===== src/rtl/ir_pkg.sv =====
// Shared types and defaults for the IR trip conditioner (24 MHz sysclk domain).
package ir_pkg;

    typedef enum logic [1:0] {
        IDLE    = 2'd0,
        ACQUIRE = 2'd1,
        LOCKED  = 2'd2,
        STALLED = 2'd3
    } ir_state_t;

    localparam int unsigned SYSCLK_HZ      = 24_000_000;
    // Lockout of 10 ms, stall after 1 s of silence.
    localparam int unsigned DEF_MIN_PERIOD = SYSCLK_HZ / 100;
    localparam int unsigned DEF_MAX_PERIOD = SYSCLK_HZ;
    localparam int unsigned REJECT_W       = 8;

endpackage


===== src/rtl/ir_glitch_filter.sv =====
// Synchroniser, stable-count glitch filter and rising-edge detector for the raw IR input.
module ir_glitch_filter #(
    parameter int unsigned SYNC_STAGES   = 2,
    parameter int unsigned FILTER_CYCLES = 16
) (
    input  logic clk_in,
    input  logic rst_in,
    input  logic ir_raw,
    output logic edge_out
);
    import ir_pkg::*;

    localparam int unsigned     FCW   = $clog2(FILTER_CYCLES + 1);
    localparam logic [FCW-1:0] FLAST = FCW'(FILTER_CYCLES - 1);
    localparam logic [FCW-1:0] FONE  = FCW'(1);

    logic [SYNC_STAGES-1:0] sync_q;
    logic                   sync_lvl;
    logic                   filt_q, filt_d;
    logic                   filt_prev_q;
    logic [FCW-1:0]         fcnt_q, fcnt_d;

    assign sync_lvl = sync_q[SYNC_STAGES-1];

    // Counter runs only while the synchronised level disagrees with the filtered one.
    always_comb begin
        filt_d = filt_q;
        fcnt_d = '0;
        if (sync_lvl != filt_q) begin
            if (fcnt_q == FLAST) begin
                filt_d = sync_lvl;
            end else begin
                fcnt_d = fcnt_q + FONE;
            end
        end
    end

    always_ff @(posedge clk_in or negedge rst_in) begin
        if (!rst_in) begin
            sync_q      <= '0;
            filt_q      <= 1'b0;
            filt_prev_q <= 1'b0;
            fcnt_q      <= '0;
        end else begin
            sync_q      <= {sync_q[SYNC_STAGES-2:0], ir_raw};
            filt_q      <= filt_d;
            filt_prev_q <= filt_q;
            fcnt_q      <= fcnt_d;
        end
    end

    assign edge_out = filt_q & ~filt_prev_q;

endmodule


===== src/rtl/ir_trip_conditioner.sv =====
// IR break-beam conditioner: trip pulse, revolution period, lock/stall flags.
// Define IR_PERIOD_AVG_EN to report the mean of the last four periods instead of the raw one.
module ir_trip_conditioner
    import ir_pkg::*;
#(
    parameter int unsigned SYNC_STAGES   = 2,
    parameter int unsigned FILTER_CYCLES = 16,
    parameter int unsigned MIN_PERIOD    = DEF_MIN_PERIOD,
    parameter int unsigned MAX_PERIOD    = DEF_MAX_PERIOD,
    parameter int unsigned PERIOD_W      = 25
) (
    input  logic                clk_in,
    input  logic                rst_in,
    input  logic                ir_raw,
    output logic                trip_pulse,
    output logic [PERIOD_W-1:0] period,
    output logic                period_valid,
    output logic                locked,
    output logic                stalled,
    output logic [REJECT_W-1:0] reject_count,
    output ir_state_t           state_dbg
);

    localparam logic [PERIOD_W-1:0] MIN_P = PERIOD_W'(MIN_PERIOD);
    localparam logic [PERIOD_W-1:0] MAX_P = PERIOD_W'(MAX_PERIOD);
    localparam logic [PERIOD_W-1:0] ONE_P = PERIOD_W'(1);
    localparam logic [REJECT_W-1:0] ONE_R = REJECT_W'(1);

    logic                edge_w;
    ir_state_t           state_q, state_d;
    logic [PERIOD_W-1:0] cnt_q, cnt_d;
    logic [PERIOD_W-1:0] period_q, period_d;
    logic [REJECT_W-1:0] reject_q, reject_d;
    logic                trip_q, trip_d;
    logic                pv_q, pv_d;
    logic                locked_q, locked_d;
    logic                stalled_q, stalled_d;
    logic                restart, meas_ok;

    ir_glitch_filter #(
        .SYNC_STAGES  (SYNC_STAGES),
        .FILTER_CYCLES(FILTER_CYCLES)
    ) u_filter (
        .clk_in  (clk_in),
        .rst_in  (rst_in),
        .ir_raw  (ir_raw),
        .edge_out(edge_w)
    );

    // restart: trip that (re)starts measurement; meas_ok: trip that closes a valid period.
    always_comb begin
        state_d  = state_q;
        cnt_d    = cnt_q;
        trip_d   = 1'b0;
        reject_d = reject_q;
        restart  = 1'b0;
        meas_ok  = 1'b0;
        if ((state_q == ACQUIRE || state_q == LOCKED) && cnt_q != MAX_P) begin
            cnt_d = cnt_q + ONE_P;
        end
        case (state_q)
            IDLE, STALLED: begin
                if (edge_w) restart = 1'b1;
            end
            ACQUIRE, LOCKED: begin
                if (edge_w && cnt_q == MAX_P) begin
                    restart = 1'b1;
                end else if (edge_w && cnt_q < MIN_P) begin
                    if (reject_q != '1) reject_d = reject_q + ONE_R;
                end else if (edge_w) begin
                    meas_ok = 1'b1;
                end else if (cnt_q == MAX_P) begin
                    state_d = STALLED;
                end
            end
            default: state_d = IDLE;
        endcase
        if (restart) begin
            trip_d  = 1'b1;
            cnt_d   = ONE_P;
            state_d = ACQUIRE;
        end
        if (meas_ok) begin
            trip_d  = 1'b1;
            cnt_d   = ONE_P;
            state_d = LOCKED;
        end
        stalled_d = (state_d == STALLED);
    end

`ifdef IR_PERIOD_AVG_EN
    logic [3:0][PERIOD_W-1:0] hist_q, hist_d;
    logic [2:0]               hist_n_q, hist_n_d;
    logic [PERIOD_W+1:0]      hist_sum;
    logic                     hist_full;

    always_comb begin
        hist_d   = hist_q;
        hist_n_d = hist_n_q;
        if (restart) begin
            hist_d   = '0;
            hist_n_d = '0;
        end
        if (meas_ok) begin
            hist_d = {hist_q[2:0], cnt_q};
            if (hist_n_q != 3'd4) hist_n_d = hist_n_q + 3'd1;
        end
        hist_sum  = {2'b00, hist_d[0]} + {2'b00, hist_d[1]}
                  + {2'b00, hist_d[2]} + {2'b00, hist_d[3]};
        hist_full = (hist_n_d == 3'd4);
        pv_d      = meas_ok & hist_full;
        period_d  = pv_d ? hist_sum[PERIOD_W+1:2] : period_q;
        locked_d  = (state_d == LOCKED) && hist_full;
    end

    always_ff @(posedge clk_in or negedge rst_in) begin
        if (!rst_in) begin
            hist_q   <= '0;
            hist_n_q <= '0;
        end else begin
            hist_q   <= hist_d;
            hist_n_q <= hist_n_d;
        end
    end
`else
    always_comb begin
        pv_d     = meas_ok;
        period_d = meas_ok ? cnt_q : period_q;
        locked_d = (state_d == LOCKED);
    end
`endif

    always_ff @(posedge clk_in or negedge rst_in) begin
        if (!rst_in) begin
            state_q   <= IDLE;
            cnt_q     <= '0;
            period_q  <= '0;
            reject_q  <= '0;
            trip_q    <= 1'b0;
            pv_q      <= 1'b0;
            locked_q  <= 1'b0;
            stalled_q <= 1'b0;
        end else begin
            state_q   <= state_d;
            cnt_q     <= cnt_d;
            period_q  <= period_d;
            reject_q  <= reject_d;
            trip_q    <= trip_d;
            pv_q      <= pv_d;
            locked_q  <= locked_d;
            stalled_q <= stalled_d;
        end
    end

    assign trip_pulse   = trip_q;
    assign period       = period_q;
    assign period_valid = pv_q;
    assign locked       = locked_q;
    assign stalled      = stalled_q;
    assign reject_count = reject_q;
    assign state_dbg    = state_q;

endmodule

===== config.mk =====
export PLATFORM = sky130hd
export DESIGN_NAME = ir_trip_conditioner
export DESIGN_NICKNAME = d
export VERILOG_FILES = /design/src/rtl/ir_pkg.sv /design/src/rtl/ir_glitch_filter.sv /design/src/rtl/ir_trip_conditioner.sv
export SDC_FILE = /design/constraint.sdc
export NUM_CORES = 1
export LEC_CHECK = 0
export BUFFER_PORTS_ARGS = -buffer_cell sky130_fd_sc_hd__buf_2
export CAP_MARGIN = 10
export CORE_MARGIN = 2
export CORE_UTILIZATION = 40
export DETAILED_ROUTE_END_ITERATION = 12
export SYNTH_ARGS = -nofsm -noshare
export SYNTH_HDL_FRONTEND = slang
export SYNTH_SLANG_ARGS = --single-unit

===== constraint.sdc =====
create_clock -name clk_in -period 4.5 [get_ports clk_in]
set_input_delay 0.9 -clock clk_in [delete_from_list [all_inputs] [get_ports clk_in]]
set_output_delay 0.9 -clock clk_in [all_outputs]
set_load 0.1 [all_outputs]

=== Word-level counts from Yosys, hierarchy flattened ===
Cells that the tools add are included.
W data, S select, Z words.

* Output and inout port bits: 39
* Logic and storage cells: 59
* Input bits: 3
* Flip-flop bits (word level): 73

* Reductions and logical operators: 10
* Bitwise operators: 3
* Muxes and demuxes: 20
* Add/subtract/negate cells: 3
* $lt $le $gt $ge: 1
* Equality and inequality tests: 10

{| class="wikitable"
|+ Operators by type and width
! cell !! number
|-
| $mux W25 || 3
|-
| $add A25 B1 Y25 const B || 1
|-
| $eq A25 B25 Y1 const B || 1
|-
| $lt A25 B18 Y1 const B || 1
|-
| $ne A25 B25 Y1 const B || 1
|-
| $mux W2 || 7
|-
| $mux W5 || 2
|-
| $add A8 B1 Y8 const B || 1
|-
| $eq A2 B2 Y1 const B || 4
|-
| $ne A8 B8 Y1 const B || 1
|-
| $mux W1 || 7
|-
| $add A5 B1 Y5 const B || 1
|-
| $eq A5 B4 Y1 const B || 1
|-
| $reduce_and A4 Y1 || 1
|-
| $reduce_or A2 Y1 || 2
|-
| $logic_and A1 B1 Y1 || 3
|-
| $reduce_bool A3 Y1 || 1
|-
| $eq A2 B1 Y1 const B || 1
|-
| $logic_not A2 Y1 || 1
|-
| $not A1 Y1 || 2
|-
| $pmux W1 S2 || 1
|-
| $reduce_and A2 Y1 || 1
|-
| $and A1 B1 Y1 || 1
|-
| $logic_or A1 B1 Y1 || 1
|-
| $ne A1 B1 Y1 || 1
|}

=== Longest topological paths before layout ===
Gate-level depths: netlist of run 1.

* Word-level depth: 9
* Mapped depth: 9
* Gate-level depth less buffers: 7

=== Cells and area by module ===
A second synthesis of run 1 with hierarchy kept.

* Cells, all modules: 303
* Area total of the unflattened synthesis: 3519.6 um2

{| class="wikitable"
|+ Modules (own cells, without submodules)
! module !! instances !! area an instance (um2) !! sequential area each (um2) !! cells an instance
|-
| ir_trip_conditioner || 1 || 3179.3 || 1601.5 || 278
|-
| ir_glitch_filter || 1 || 340.3 || 225.2 || 25
|}

=== Worst setup path before layout of run 1 ===
No wires, ideal clock.

* Kind: reg-to-reg
* Start: reg state_q[0] (netlist: state_dbg[0])
* End: reg cnt_q[11]
* Required time: 4.422 ns
* Stages on the path, launching flop included: 8
* Setup time: 0.078 ns
* Slack: 1.654 ns
* Arrival time: 2.768 ns
* Buffers on the path: 2
* Period minus slack after synthesis: 2.846 ns
* Cell sequence: dfrtp_1 -> buf_2 -> xor2_1 -> buf_2 -> nand3_1 -> or2_2 -> or4_1 -> a21oi_1

* Word-level cells in the longest chain between the ends: 5
* Elaborated cells on any way between the ends: 13
* Classes of those cells: eq/ne (3); mux (4); reduce/logical (6)

{| class="wikitable"
|+ Ends and longest elaborated chain
! what !! RTL line !! RTL
|-
| start: declaration || ir_trip_conditioner.sv:30 || <nowiki>ir_state_t state_q, state_d;</nowiki>
|-
| start signal: assignment || ir_trip_conditioner.sv:144 || <nowiki>state_q <= state_d;</nowiki>
|-
| $eq A2 B1 Y1 (tied with other cells) || ir_trip_conditioner.sv:58, ir_trip_conditioner.sv:61 ||
|-
| $reduce_or A2 Y1 || ir_trip_conditioner.sv:61 || <nowiki>case (state_q)</nowiki>
|-
| $pmux W1 S2 || ir_trip_conditioner.sv:61 ||
|-
| $mux W25 || ir_trip_conditioner.sv:78 || <nowiki>if (restart) begin</nowiki>
|-
| $mux W25 || ir_trip_conditioner.sv:83 || <nowiki>if (meas_ok) begin</nowiki>
|-
| end signal: assignment || ir_trip_conditioner.sv:145 || <nowiki>cnt_q <= cnt_d;</nowiki>
|-
| end: declaration || ir_trip_conditioner.sv:31 || <nowiki>logic [PERIOD_W-1:0] cnt_q, cnt_d;</nowiki>
|}

Several ways; a longest one is shown, not always the timed one.
A chain may end at the register's enable or synchronous reset.

=== Final worst setup path of run 1 ===
* Start: reg cnt_q[17]
* End: reg period_q[5] (netlist: period[5])

* Word-level cells in the longest chain between the ends: 5
* Elaborated cells on any way between the ends: 7
* Classes of those cells: order compare (1); eq/ne (1); mux (3); reduce/logical (2)

{| class="wikitable"
|+ Ends and longest elaborated chain
! what !! RTL line !! RTL
|-
| $lt A25 B18 Y1 || ir_trip_conditioner.sv:68 || <nowiki>end else if (edge_w && cnt_q < MIN_P) begin</nowiki>
|-
| $logic_and A1 B1 Y1 || ir_trip_conditioner.sv:68 ||
|-
| $mux W1 || ir_trip_conditioner.sv:68 ||
|-
| $mux W1 (*) || ir_trip_conditioner.sv:66 || <nowiki>if (edge_w && cnt_q == MAX_P) begin</nowiki>
|-
| $mux W1 (*) || ir_trip_conditioner.sv:61 ||
|-
| end signal: assignment || ir_trip_conditioner.sv:146 || <nowiki>period_q <= period_d;</nowiki>
|-
| end: declaration || ir_trip_conditioner.sv:32 || <nowiki>logic [PERIOD_W-1:0] period_q, period_d;</nowiki>
|}

Every way passes the cells marked *; elsewhere a longest branch is shown, timed or not.

==> results of run 1 <==
worst max path at each step:
stage,slack (ps),startpoint,to,cells past startpoint
after global placement,1670,cnt_q[17]$_DFFE_PN0P_,period[4]$_DFFE_PN0P_,5
after global routing,1370,cnt_q[17]$_DFFE_PN0P_,period[0]$_DFFE_PN0P_,5
final,1600,cnt_q[17]$_DFFE_PN0P_,period[5]$_DFFE_PN0P_,5
after floorplan,1650,state_dbg[0]$_DFF_PN0_,cnt_q[11]$_DFFE_PN0P_,7
after detailed placement,1580,cnt_q[17]$_DFFE_PN0P_,period[5]$_DFFE_PN0P_,5
after CTS,1560,cnt_q[17]$_DFFE_PN0P_,period[5]$_DFFE_PN0P_,5
sequential cells by signal, summed over array words and instances (netlist names):
register / flops
reject_count: 8
period: 25
u_filter.filt_q: 1
locked: 1
period_valid: 1
state_dbg: 2
trip_pulse: 1
cnt_q: 25
u_filter.sync_q: 2
stalled: 1
u_filter.fcnt_q: 5
u_filter.filt_prev_q: 1
critical path, cell delays in order, from the launching register on:
cell and delay (ps):
dfrtp_1 490, nand3_1 130, or3_1 450, a21oi_1 380
nor2b_4 910, mux2_2 420
per-layer routing:
layer	wire [µm]	vias to the layer above	GRT usage [%]
li1	-	1168	-
met1	3260	1185	22.0
met2	3200	68	23.9
met3	373	6	5.11
met4	73	0	5.96
met5	0	-	0
report_power, final:
group | total [W] | switching [W] | internal [W] | leakage (nW)
clock network | 0.000570 | 0.000243 | 0.000327 | 0.113
logic | 0.0000380 | 0.0000259 | 0.0000122 | 0.725
registers | 0.000670 | 0.00000800 | 0.000662 | 1.01
cells by family after synthesis:
kind of cell    after synthesis
simple gates                112
mux                          27
fa+ha+maj                     4
buf+inv                      22
xor+xnor                     25
flops                        73
compound gates               37
final cells by class:
class | instances | area (µm²) | area share (%)
sequential | 73 | 1830 | 46.1
inverter | 6 | 22.5 | 0.568
timing repair buffer | 43 | 220 | 5.56
multi-input combinational | 205 | 1540 | 38.9
clock inverter | 5 | 78.8 | 1.99
clock buffer | 11 | 141 | 3.57
tap | 105 | 131 | 3.32
cells in the final DEF, fill, tap and decap left out, drive strengths merged, types with 2 or more instances in the layout:
master / count
nand2: 14
o21ai: 7
ha: 4
nor2: 21
nor3: 8
or4: 8
or3: 5
and2: 2
nor2b: 2
buf: 43
nand3: 17
dfrtp: 73
xnor2: 17
mux2: 27
nand4: 12
o31a: 2
a21oi: 12
nor4: 7
and3: 3
and4: 4
clkbuf: 11
o31ai: 7
o211a: 2
clkinv: 3
xor2: 8
nor4b: 2
inv: 6
nand2b: 3
bufinv: 2
stage by stage:
stage | std cells | worst slack (ps) | total power [W] | area (µm²) | util [%]
after global routing | 448 | 1370 | 0.00134 | 3960 | 47.7
after global placement | 432 | 1670 | 0.000722 | 3740 | 45.1
after CTS | 448 | 1560 | 0.00130 | 3960 | 47.7
after floorplan | 300 | 1650 | 0.000701 | 3460 | -
final | 448 | 1600 | 0.00128 | 3960 | 47.7
after detailed placement | 432 | 1580 | 0.000723 | 3740 | 45.1
==> run summary, run 1 <==
outcome = complete, no violations
endpoint type of the worst setup path = flop
fillers = 728
compound-gate portion of the synthesized area = 7.30%
routed wire length = 6.90 mm
H-Tree Depth = 3
FF-to-FF setup slack = 1600 ps
Die ar. = 0.00942 mm²
register area share after synthesis = 52.7%
CTS root buf = clkbuf_8
syn avg cell area = 11.5 µm²
worst rel slew slack = 22.9%
Crit path required time = 4740 ps
hold_ws = 354 ps
WL/cell = 15.4 µm
antenna violations before repair = 0
RSZ-0062 raised after global routing = false
Reg2Reg Depth = 5
Synth cell types = 44
Final Hold Viols = 0
synthesized flop and latch total = 73
aggregate global routing overflow = 0
WHS Endpoint = u_filter.sync_q[1]$_DFF_PN0_
R2R Path Start = cnt_q[17]$_DFFE_PN0P_
Post-CTS Setup Inserts = 0
vias in the first global route = 2441
Peak supply drop = 233 µV
TritonRoute pass-1 iters = 4
# nets final = 345
largest family of logic cells by synthesized area = simple AND/OR/NAND/NOR gates
Setup TNS Final = 0 ps
Synth Cell Area = 0.00346 mm²
post-synthesis simple-gate area fraction = 18.2%
initial drt markers = 105
XOR/XNOR Fraction of Synth Area = 6.32%
Synth-to-Final Area Change = 14.4%
startpoint types = flop
hpwl dp = 4.66 mm
number of cells produced by synthesis = 300
clock sink total = 73
Setup-failing EPs final = 0
Die H = 97.1 µm
GP Congestion = 0.872
first-pass GRT wire length = 12.2 mm
Hold Crit Class = reg -> reg
arrival time worst endpoint = 3130 ps
Area contributors post-synth = dfrtp_1, mux2_4, xnor2_1
Hold Crit Start = u_filter.sync_q[0]$_DFF_PN0_
Synth Area in Adders = 1.44%
max_cap viols = 0
post-synthesis mux area share = 10.8%
Num CTS Buffers = 9
crit-path max FO = 26
ant diodes = 0
Final Max Tran Viols = 0
EDFF count, synth = 0
largest net degree at the start of global routing = 46
Leakage Power = 1.85 nW
IO Port Bufs = 41
leading area contributor after synthesis = dfrtp_1
Worst Skew = 7.99 ps
ANT nets after route = 0
Critical R2R Capture = period[5]$_DFFE_PN0P_
most instantiated cells after synthesis = dfrtp_1, nor2_1, mux2_4
via count of the routed design = 2427
clock latency at the later pin of the worst-skew pair = 350 ps
drt drc = 0
Core ar. = 0.00830 mm²
hold path cells = 0
Die Wd = 97.1 µm
Longest Clk Path Bufs = 2
Slew @ Worst Pin = 1150 ps
Core Rows = 33
Yosys top cell area share = 52.7%
Net Count, Synth = 307
Via-to-Cell Ratio = 5.42
Clock transition at path regs = 80 ps
WS Path Type = reg -> reg
Post-CTS Resized = 0
fmax = 345 MHz
proportion of layout cells with a drive suffix above 1 = 26.8%
I/O Pins = 42
Tmin final = 2900 ps
Synthesis Warnings = 0
CTS tree = yes
Hold Buf Count CTS = 0
share of flip-flops with an asynchronous set or reset = 100%
initial core utilization = 41.7%
Most used DFF post-synth = dfrtp_1
Final Cycle Share = 64.4%
count leader, synth = dfrtp_1
overall global routing resource usage = 16.1%
pwr dens = 323 mW/mm²
No activity file was read; power rests on OpenSTA's default activity.
==> inputs of run 2 (changes only) <==
Clock period 4.5 ns to 2.3 ns, I/O delays scaled along.
==> run summary, run 2 (same netlist as run 1, synthesis figures left out) <==
outcome = complete, no violations
CTS tree = yes
Die ar. = 0.00942 mm² (unchanged)
fmax = 452 MHz (+31%)
WP depth = 6 (+1)
Final WS setup = 85.6 ps (-1520 ps)
vias in the first global route = 2608 (+6.8%)
Longest Clk Path Bufs = 2 (unchanged)
hpwl dp = 5.16 mm (+11%)
Slew @ Worst Pin = 496 ps (-658 ps)
CTS root buf = clkbuf_8
drt drc = 0 (unchanged)
I/O Pins = 42 (unchanged)
Via-to-Cell Ratio = 5.35 (-1.2%)
WS Path Type = reg -> reg
Final Hold Viols = 0 (unchanged)
Reg2Reg Depth = 6 (+1)
Num CTS Buffers = 9 (unchanged)
Die Wd = 97.1 µm (unchanged)
Hold Crit Class = in -> async
Die H = 97.1 µm (unchanged)
antenna violations before repair = 0 (unchanged)
Worst path top cell family by delay = simple AND/OR/NAND/NOR gates
worst-path cell chain = or4b_4 -> or3_4 -> o21ai_4 -> nor2b_4 -> buf_12 -> mux2_4
Leakage Power = 2.06 nW (+11%)
ant diodes = 0 (unchanged)
# nets final = 374 (+8.4%)
initial drt markers = 76 (-28%)
WL/cell = 15.5 µm (+0.57%)
arrival time worst endpoint = 2440 ps (-690 ps)
crit-path max FO = 16 (-38%)
worst rel slew slack = 67.2% (+44 points)
commonest cells after routing, fill and taps aside = dfrtp_1, buf_2, buf_4
Synth-to-Final Area Change = 24.6%
via count of the routed design = 2553 (+5.2%)
clock sink total = 73 (unchanged)
pwr dens = 660 mW/mm² (+100%)
largest net degree at the start of global routing = 74 (+61%)
proportion of layout cells with a drive suffix above 1 = 33.6% (+6.8 points)
fillers = 751 (+3.2%)
Crit path required time = 2520 ps (-2220 ps)
startpoint types = flop
initial core utilization = 41.7% (unchanged)
IO Port Bufs = 41 (unchanged)
Clock transition at path regs = 80 ps (about the same)
clock latency at the later pin of the worst-skew pair = 340 ps (about the same)
GP Congestion = 0.790 (-9.4%)
H-Tree Depth = 3 (unchanged)
max_cap viols = 0 (unchanged)
slowest stage delay, CP = 550 ps (-360 ps)
routed wire length = 7.39 mm (+7.1%)
Setup-failing EPs final = 0 (unchanged)
Core ar. = 0.00830 mm² (unchanged)
Setup TNS Final = 0 ps (unchanged)
Tmin final = 2210 ps (-682 ps)
overall global routing resource usage = 16.9% (+0.80 points)
RSZ-0062 raised after global routing = false
Max stage delay cell, worst path = or4b_4
aggregate global routing overflow = 0 (unchanged)
most common cell after layout, fill and taps aside = dfrtp_1
Worst Skew = 5.98 ps (-2.02 ps)
ANT nets after route = 0 (unchanged)
first-pass GRT wire length = 12.9 mm (+5.9%)
Final Cycle Share = 96.3% (+32 points)
endpoint type of the worst setup path = flop
post-place setup slack = 110 ps (-1470 ps)
Buf/Inv on CP = 1 (+1)
Peak supply drop = 402 µV (+72%)
Final Max Tran Viols = 0 (unchanged)
Core Rows = 33 (unchanged)
TritonRoute pass-1 iters = 4 (unchanged)
-- run 2: changes by cell type in the layout (fill, tap and decap cells not counted), sizes merged --
cell / before / now
buf: 43 / 72
bufinv: 2 / 5
clkinv: 3 / 0
-- run 2: timing repair --
action,in CTS,in global routing
gates resized for setup,0,1
setup endpoints to repair,0,3
setup buffers,0,1
hold buffers,0,0
-- run 2: where the power goes --
part / internal [W] / switching [W]
registers: 0.00130 / 0.00000855
clock network: 0.000971 / 0.000473
logic: 0.0000363 / 0.0000654
-- run 2: area by class of cell --
class | count | area [µm²] | share of cell area [%]
inverters | 6 | 22.5 | 0.522
flip-flops and latches | 73 | 1830 | 42.5
clock inverters | 5 | 150 | 3.48
multi-input cells | 205 | 1560 | 36.2
clock buffers | 11 | 141 | 3.27
repair buffers | 72 | 475 | 11.0
well taps | 105 | 131 | 3.04
-- run 2: per-stage QoR --
step | instance area, µm² | instances | hold WS [ps] | power, W | utilization [%]
3_3_place_gp | 4010 | 460 | 334 | 0.00143 | 48.3
3_5_place_dp | 4010 | 460 | 346 | 0.00143 | 48.3
2_1_floorplan | 3500 | 300 | 164 | 0.00137 | -
5_1_grt | 4320 | 477 | 155 | 0.00295 | 52.0
6_report | 4320 | 477 | 131 | 0.00285 | 52.0
4_1_cts | 4300 | 476 | 143 | 0.00289 | 51.8
-- run 2: path summary, 6_finish.rpt --
| kind | from | to | slack (ps) |
|---|---|---|---|
| worst max-delay path | cnt_q[5]$_DFFE_PN0P_ | period[7]$_DFFE_PN0P_ | 90 |
| worst min-delay path | rst_in | period[20]$_DFFE_PN0P_ | 130 |
| worst max register to register | cnt_q[5]$_DFFE_PN0P_ | period[7]$_DFFE_PN0P_ | 90 |
| worst min register to register | u_filter.sync_q[0]$_DFF_PN0_ | u_filter.sync_q[1]$_DFF_PN0_ | 360 |
| max in group asynchronous | rst_in | state_dbg[1]$_DFF_PN0_ | 1840 |
| min in group clk_in | ir_raw | u_filter.sync_q[0]$_DFF_PN0_ | 220 |
-- run 2: routing by layer --
metal / up-vias / GRT usage (%) / wire length [µm] / share of wire, %
met2: 68 / 26.1 / 3460 / 47
met5: - / 0 / 0 / 0
met1: 1246 / 23.1 / 3470 / 47
li1: 1230 / - / - / -
met3: 9 / 4.68 / 357 / 4.8
met4: 0 / 5.53 / 103 / 1.4
